File: src/rtl/branch_pkg.sv
// Shared branch-path types: BHT counter states, predictor FSM states and the
// branch funct3 encodings also decoded by the execute-stage comparator.
package branch_pkg;

  typedef enum logic [1:0] {
    SNT = 2'b00,
    WNT = 2'b01,
    WT  = 2'b10,
    ST  = 2'b11
  } bht_ctr_t;

  typedef enum logic {
    INIT  = 1'b0,
    READY = 1'b1
  } bp_state_t;

  localparam logic [2:0] BR_FUNCT3_BEQ  = 3'b000;
  localparam logic [2:0] BR_FUNCT3_BNE  = 3'b001;
  localparam logic [2:0] BR_FUNCT3_BLT  = 3'b100;
  localparam logic [2:0] BR_FUNCT3_BGE  = 3'b101;
  localparam logic [2:0] BR_FUNCT3_BLTU = 3'b110;
  localparam logic [2:0] BR_FUNCT3_BGEU = 3'b111;

endpackage

File: src/rtl/branch_predictor_sat_counter2.sv
// Purpose: 2-bit saturating direction counter next-state function.
// Latency: combinational.
// Backpressure: none, pure function of its inputs.
module sat_counter2
  import branch_pkg::*;
(
  input  logic [1:0] ctr,
  input  logic       taken,
  output logic [1:0] next
);

  bht_ctr_t cur;

  always_comb begin
    cur  = bht_ctr_t'(ctr);
    next = ctr;
    if (taken) begin
      if (cur != ST) next = ctr + 2'd1;
    end else begin
      if (cur != SNT) next = ctr - 2'd1;
    end
  end

endmodule

File: src/rtl/branch_predictor.sv
// Purpose: fetch-side BHT+BTB direction/target predictor trained by execute results.
// Latency: 1 cycle lookup->prediction, 1 cycle update->mispredict pulse.
// Backpressure: none; ready low during table init, requests then are dropped.
module branch_predictor
  import branch_pkg::*;
#(
  parameter int ENTRIES = 64,
  parameter int PC_W    = 32
) (
  input  logic            clk,
  input  logic            rst,
  output logic            ready,
  input  logic            lookup_valid,
  input  logic [PC_W-1:0] lookup_pc,
  output logic            pred_valid,
  output logic            pred_taken,
  output logic [PC_W-1:0] pred_target,
  input  logic            upd_valid,
  input  logic [PC_W-1:0] upd_pc,
  input  logic            upd_taken,
  input  logic [PC_W-1:0] upd_target,
  input  logic            upd_pred_taken,
  input  logic [PC_W-1:0] upd_pred_target,
  output logic            mispredict
);

  localparam int IDX_W = $clog2(ENTRIES);
  localparam int TAG_W = PC_W - IDX_W - 2;

  bp_state_t        state_q, state_d;
  logic [IDX_W-1:0] init_idx_q;
  logic             is_ready;

  logic [1:0]       ctr_q    [ENTRIES];
  logic             btb_v_q  [ENTRIES];
  logic [TAG_W-1:0] tag_q    [ENTRIES];
  logic [PC_W-1:0]  target_q [ENTRIES];

  logic [IDX_W-1:0] lk_idx, up_idx;
  logic [TAG_W-1:0] lk_tag, up_tag;
  logic             lk_hit, lk_taken, lk_fire;
  logic [1:0]       ctr_next;
  logic             unused_pc_lsbs;

  assign lk_idx = lookup_pc[IDX_W+1:2];
  assign lk_tag = lookup_pc[PC_W-1:IDX_W+2];
  assign up_idx = upd_pc[IDX_W+1:2];
  assign up_tag = upd_pc[PC_W-1:IDX_W+2];
  assign unused_pc_lsbs = ^{lookup_pc[1:0], upd_pc[1:0]};

  // FSM: state register / next state / outputs
  always_ff @(posedge clk) begin
    if (rst) state_q <= INIT;
    else     state_q <= state_d;
  end

  always_comb begin
    state_d = state_q;
    if (state_q == INIT && init_idx_q == IDX_W'(ENTRIES - 1)) state_d = READY;
  end

  always_comb begin
    is_ready = (state_q == READY);
  end

  assign ready = is_ready;

  always_ff @(posedge clk) begin
    if (rst)                   init_idx_q <= '0;
    else if (state_q == INIT)  init_idx_q <= init_idx_q + 1'b1;
  end

  sat_counter2 u_ctr_upd (
    .ctr   (ctr_q[up_idx]),
    .taken (upd_taken),
    .next  (ctr_next)
  );

  // Tables carry no reset; the INIT sweep establishes every entry.
  always_ff @(posedge clk) begin
    if (!rst) begin
      if (state_q == INIT) begin
        ctr_q[init_idx_q]   <= WNT;
        btb_v_q[init_idx_q] <= 1'b0;
      end else if (upd_valid) begin
        ctr_q[up_idx] <= ctr_next;
        if (upd_taken) begin
          btb_v_q[up_idx]  <= 1'b1;
          tag_q[up_idx]    <= up_tag;
          target_q[up_idx] <= upd_target;
        end
      end
    end
  end

  // Read is combinational from the pre-edge tables, so a same-cycle update
  // to the looked-up index is not visible until the next lookup.
  assign lk_hit   = btb_v_q[lk_idx] && (tag_q[lk_idx] == lk_tag);
  assign lk_taken = lk_hit && ctr_q[lk_idx][1];
  assign lk_fire  = is_ready && lookup_valid;

  always_ff @(posedge clk) begin
    if (rst) begin
      pred_valid  <= 1'b0;
      pred_taken  <= 1'b0;
      pred_target <= '0;
      mispredict  <= 1'b0;
    end else begin
      pred_valid  <= lk_fire;
      pred_taken  <= lk_fire && lk_taken;
      pred_target <= (lk_fire && lk_taken) ? target_q[lk_idx] : '0;
      mispredict  <= is_ready && upd_valid &&
                     ((upd_taken != upd_pred_taken) ||
                      (upd_taken && (upd_pred_target != upd_target)));
    end
  end

endmodule

File: config.mk
export PLATFORM = sky130hd
export DESIGN_NAME = branch_predictor
export DESIGN_NICKNAME = d
export VERILOG_FILES = /design/src/rtl/branch_pkg.sv /design/src/rtl/branch_predictor_sat_counter2.sv /design/src/rtl/branch_predictor.sv
export SDC_FILE = /design/constraint.sdc
export NUM_CORES = 2
export LEC_CHECK = 0
export ABC_CLOCK_PERIOD_IN_PS = 10200
export BUFFER_PORTS_ARGS = -buffer_cell sky130_fd_sc_hd__buf_4
export CAP_MARGIN = 20
export CELL_PAD_IN_SITES_DETAIL_PLACEMENT = 0
export CELL_PAD_IN_SITES_GLOBAL_PLACEMENT = 1
export CORE_ASPECT_RATIO = 0.6
export CORE_MARGIN = 2
export CORE_UTILIZATION = 35
export CTS_CLUSTER_DIAMETER = 200
export DETAILED_ROUTE_END_ITERATION = 7
export MAX_ROUTING_LAYER = met4
export PLACE_DENSITY = 0.55
export SYNTH_ARGS = -nofsm -noshare
export SYNTH_HDL_FRONTEND = slang
export SYNTH_SLANG_ARGS = --single-unit
File: constraint.sdc
create_clock -name clk -period 10.2 [get_ports clk]
set_input_delay 0.51 -clock clk [delete_from_list [all_inputs] [get_ports clk]]
set_output_delay 0.51 -clock clk [all_outputs]
set_load 0.05 [all_outputs]
==> metrics.md <==
| Metric | Value |
|---|---|
| Reg2Reg Setup Slack | `4.09 ns` |
| Arrival @ worst endpoint | `6.61 ns` |
| Initial drt markers | `11.4k` |
| WL per Instance | `37.5 µm` |
| Residual DRC count | `0` |
| Vias in the first global route | `72.1k` |
| CP Launch Type | `flip-flop` |
| EDFF count, synth | `3776` |
| Status | `finished clean` |
| FF-to-FF Start | `ready` |
| Antenna Nets Post-Route | `0` |
| Root buffer cell | `clkbuf_16` |
| Global-route wire length before repair | `647000 µm` |
| Hold Fails Final Rpt | `0` |
| Vias | `75.1k` |
| Initial antenna violation count | `44` |
| Worst-Margin Slew | `1.29 ns` |
| Post-layout util | `0.402` |
| Power Density | `192 nW/µm²` |
| Final period util | `0.599` |
| RR Endpoint | `target_q[57][16]` |
| Gr usage total | `0.229` |
| Core ar. | `419000 µm²` |
| Initial Util | `0.352` |
| Post-Synthesis Cell Area | `147000 µm²` |
| Clock power share | `0.419` |
| Commonest non-fill, non-tap cell in the layout | `edfxtp_1` |
| Psw | `6.99 mW` |
| Number of setup buffers added after CTS | `0` |
| Share of the synthesized area in the top cell type | `0.769` |
| Row Count | `184` |
| Die extent in y | `507 µm` |
| Worst-Skew Late Latency | `0.93 ns` |
| Switch share | `0.217` |
| Combinational power share | `0.048` |
| Reg2Reg Depth | `10` |
| CP endpoint kind | `flip-flop` |
| DP Cell Count | `12.2k` |
| NumNets Final | `7179` |
| Hold Startpoint | `upd_target[28]` |
| Die ar. | `426000 µm²` |
| Clock transition at path regs | `0.07 ns` |
| Final Max Tran Viols | `0` |
| Largest net degree at the start of global routing | `147` |
| Asr flop ratio synth | `0` |
| Peak supply drop | `0.136 mV` |
| Fin area | `168000 µm²` |
| Post-Syn Nets | `6741` |
| Seq/Total Area, Yosys | `0.775` |
| Max FO, Critical Path | `65` |
| Area grow syn2layout | `14.2%` |
| Drt total wl | `486000 µm` |
| Total of max-cap violations | `0` |
| Sequential share of power | `0.533` |
| Top FF cell, synth | `edfxtp_1` |
| Setup TNS | `0 ns` |
| Commonest non-fill, non-tap cells in the layout | `edfxtp_1, mux4_2, clkbuf_16` |
| Synth cell types | `77` |
| Endpoints failing setup | `0` |
| Port Buffers | `165` |
| Syn Area/Cell | `22.3 µm²` |
| Min Tclk post-route | `6.11 ns` |
| Clk buf depth | `4` |
| Synth area leader | `edfxtp_1` |
| I/O Pins | `170` |
| RSZ-0062 raised after global routing | `no` |
| Detailed Place HPWL | `265000 µm` |
| Chip Width | `842 µm` |
| Share of cells above drive strength 1 | `0.269` |
| Relative slew slack | `0.138` |
| CTS tree | `yes` |
| Worst Skew | `0.0605 ns` |
| Syn Inst Count | `6606` |
| CTS resizes | `0` |
| Top cells by area, synth | `edfxtp_1, mux4_2, mux2i_1` |
| P_int | `25.3 mW` |
| Maximum level of the CTS H-tree | `5` |
| TritonCTS buffer count | `369` |
| Cts hold-fix bufs | `14` |
| Min Hold Slack | `0.0730 ns` |
| Non-filler cells, final | `12.9k` |
| Placement Cell Area | `156000 µm²` |
| Hold EP | `target_q[32][28]` |
| TritonRoute pass-1 iters | `5` |
| Highest clock rate | `164 MHz` |
| Critical path class | `reg -> reg` |
| Class of the worst hold path | `in -> reg` |
| Warnings, synthesis | `0` |
| GR Overflow Total | `0` |
| Critical path required time | `10.70 ns` |
| Global placement routability congestion | `0.813` |
| P_leak | `52.1 nW` |
| #FFs+latches synth | `3818` |
| Via density | `5.81` |
| Clock Sink Count | `3818` |
| Worst hold path depth | `1` |
## state kept, by name, indices dropped and copies added, names as in the netlist
register,count
pred_taken,1
btb_v_q,64
ctr_q,128
init_idx_q,6
pred_target,32
pred_valid,1
ready,1
tag_q,1536
target_q,2048
mispredict,1
## routing by layer
metal  share of wire  track usage
met1            0.46        0.354
met2            0.43        0.321
met3           0.091       0.0398
met4           0.020       0.0418
met5               0            -
## Yosys cell counts (46+ instances only)
library cell     n
edfxtp_1      3776
buf_2           92
nand3_1         58
clkbuf_1       133
a22oi_1        138
buf_1           46
buf_4           51
nand2_1        149
mux2i_1        290
nor2_1         255
o22ai_1         73
mux4_2         920
## kinds of logic (layout without fill, tap and decap cells)
logic type / count (synthesis) / count (layout) / share of synthesized area
AOI/OAI and AO/OA: 458 / 458 / 0.0220
xor gates and xnor gates: 64 / 64 / 0.00380
muxes: 1254 / 1254 / 0.164
adders and majority gates: 2 / 2 / 0.000153
and+or+nand+nor: 647 / 647 / 0.0214
buffers and inverters: 363 / 1093 / 0.0132
other: 0 / 19 / 0
DFF: 3818 / 3818 / 0.775
## how the worst max path moves through the flow
| stage | startpoint | endpoint | slack [ns] | depth (start not counted) |
|---|---|---|---|---|
| 5_1_grt | ready | target_q[9][30] | 3.84 | 9 |
| 4_1_cts | ready | target_q[9][22] | 4.03 | 9 |
| 3_5_place_dp | lookup_pc[3] | pred_target[18] | 3.61 | 12 |
| 2_1_floorplan | ready | tag_q[56][0] | 4.22 | 7 |
| 6_report | ready | target_q[57][16] | 4.09 | 10 |
| 3_3_place_gp | lookup_pc[3] | pred_target[16] | 3.66 | 12 |
## layout make-up
class / instances / area [µm²]
flip-flops and latches: 3818 / 114000
diodes: 19 / 47.5
inverters: 8 / 35.0
repair buffers: 422 / 3590
clock buffers: 461 / 9920
clock inverters: 202 / 1680
well taps: 5580 / 6980
fillers: 36900 / 251000
multi-input cells: 2425 / 31800
## power by group through the flow
stage | logic [mW] | clock network (mW) | registers, mW
2_1_floorplan | 0.838 | 0 | 17.6
3_3_place_gp | 1.52 | 0 | 17.6
3_5_place_dp | 1.54 | 0 | 17.6
4_1_cts | 1.55 | 13.8 | 17.2
5_1_grt | 1.63 | 14.3 | 17.2
6_report | 1.54 | 13.5 | 17.2
## metrics by stage
step                      setup slack [ns]  power [mW]
after floorplan                       4.22        18.4
after global placement                3.66        19.1
after detailed placement              3.61        19.1
after CTS                             4.03        32.5
after global routing                  3.84        33.2
final                                 4.09        32.3
## worst max-delay path, stage by stage (launching register included)
cell	delay, ns
dfxtp_1	0.64
nor2b_1	0.26
and2_0	0.15
buf_4	0.34
nand2_1	0.45
clkinv_1	0.42
buf_4	0.61
nand2_1	0.85
nor2_4	0.27
buf_4	0.54
buf_4	0.95
Note: power is estimated with default switching activity, not from simulation.
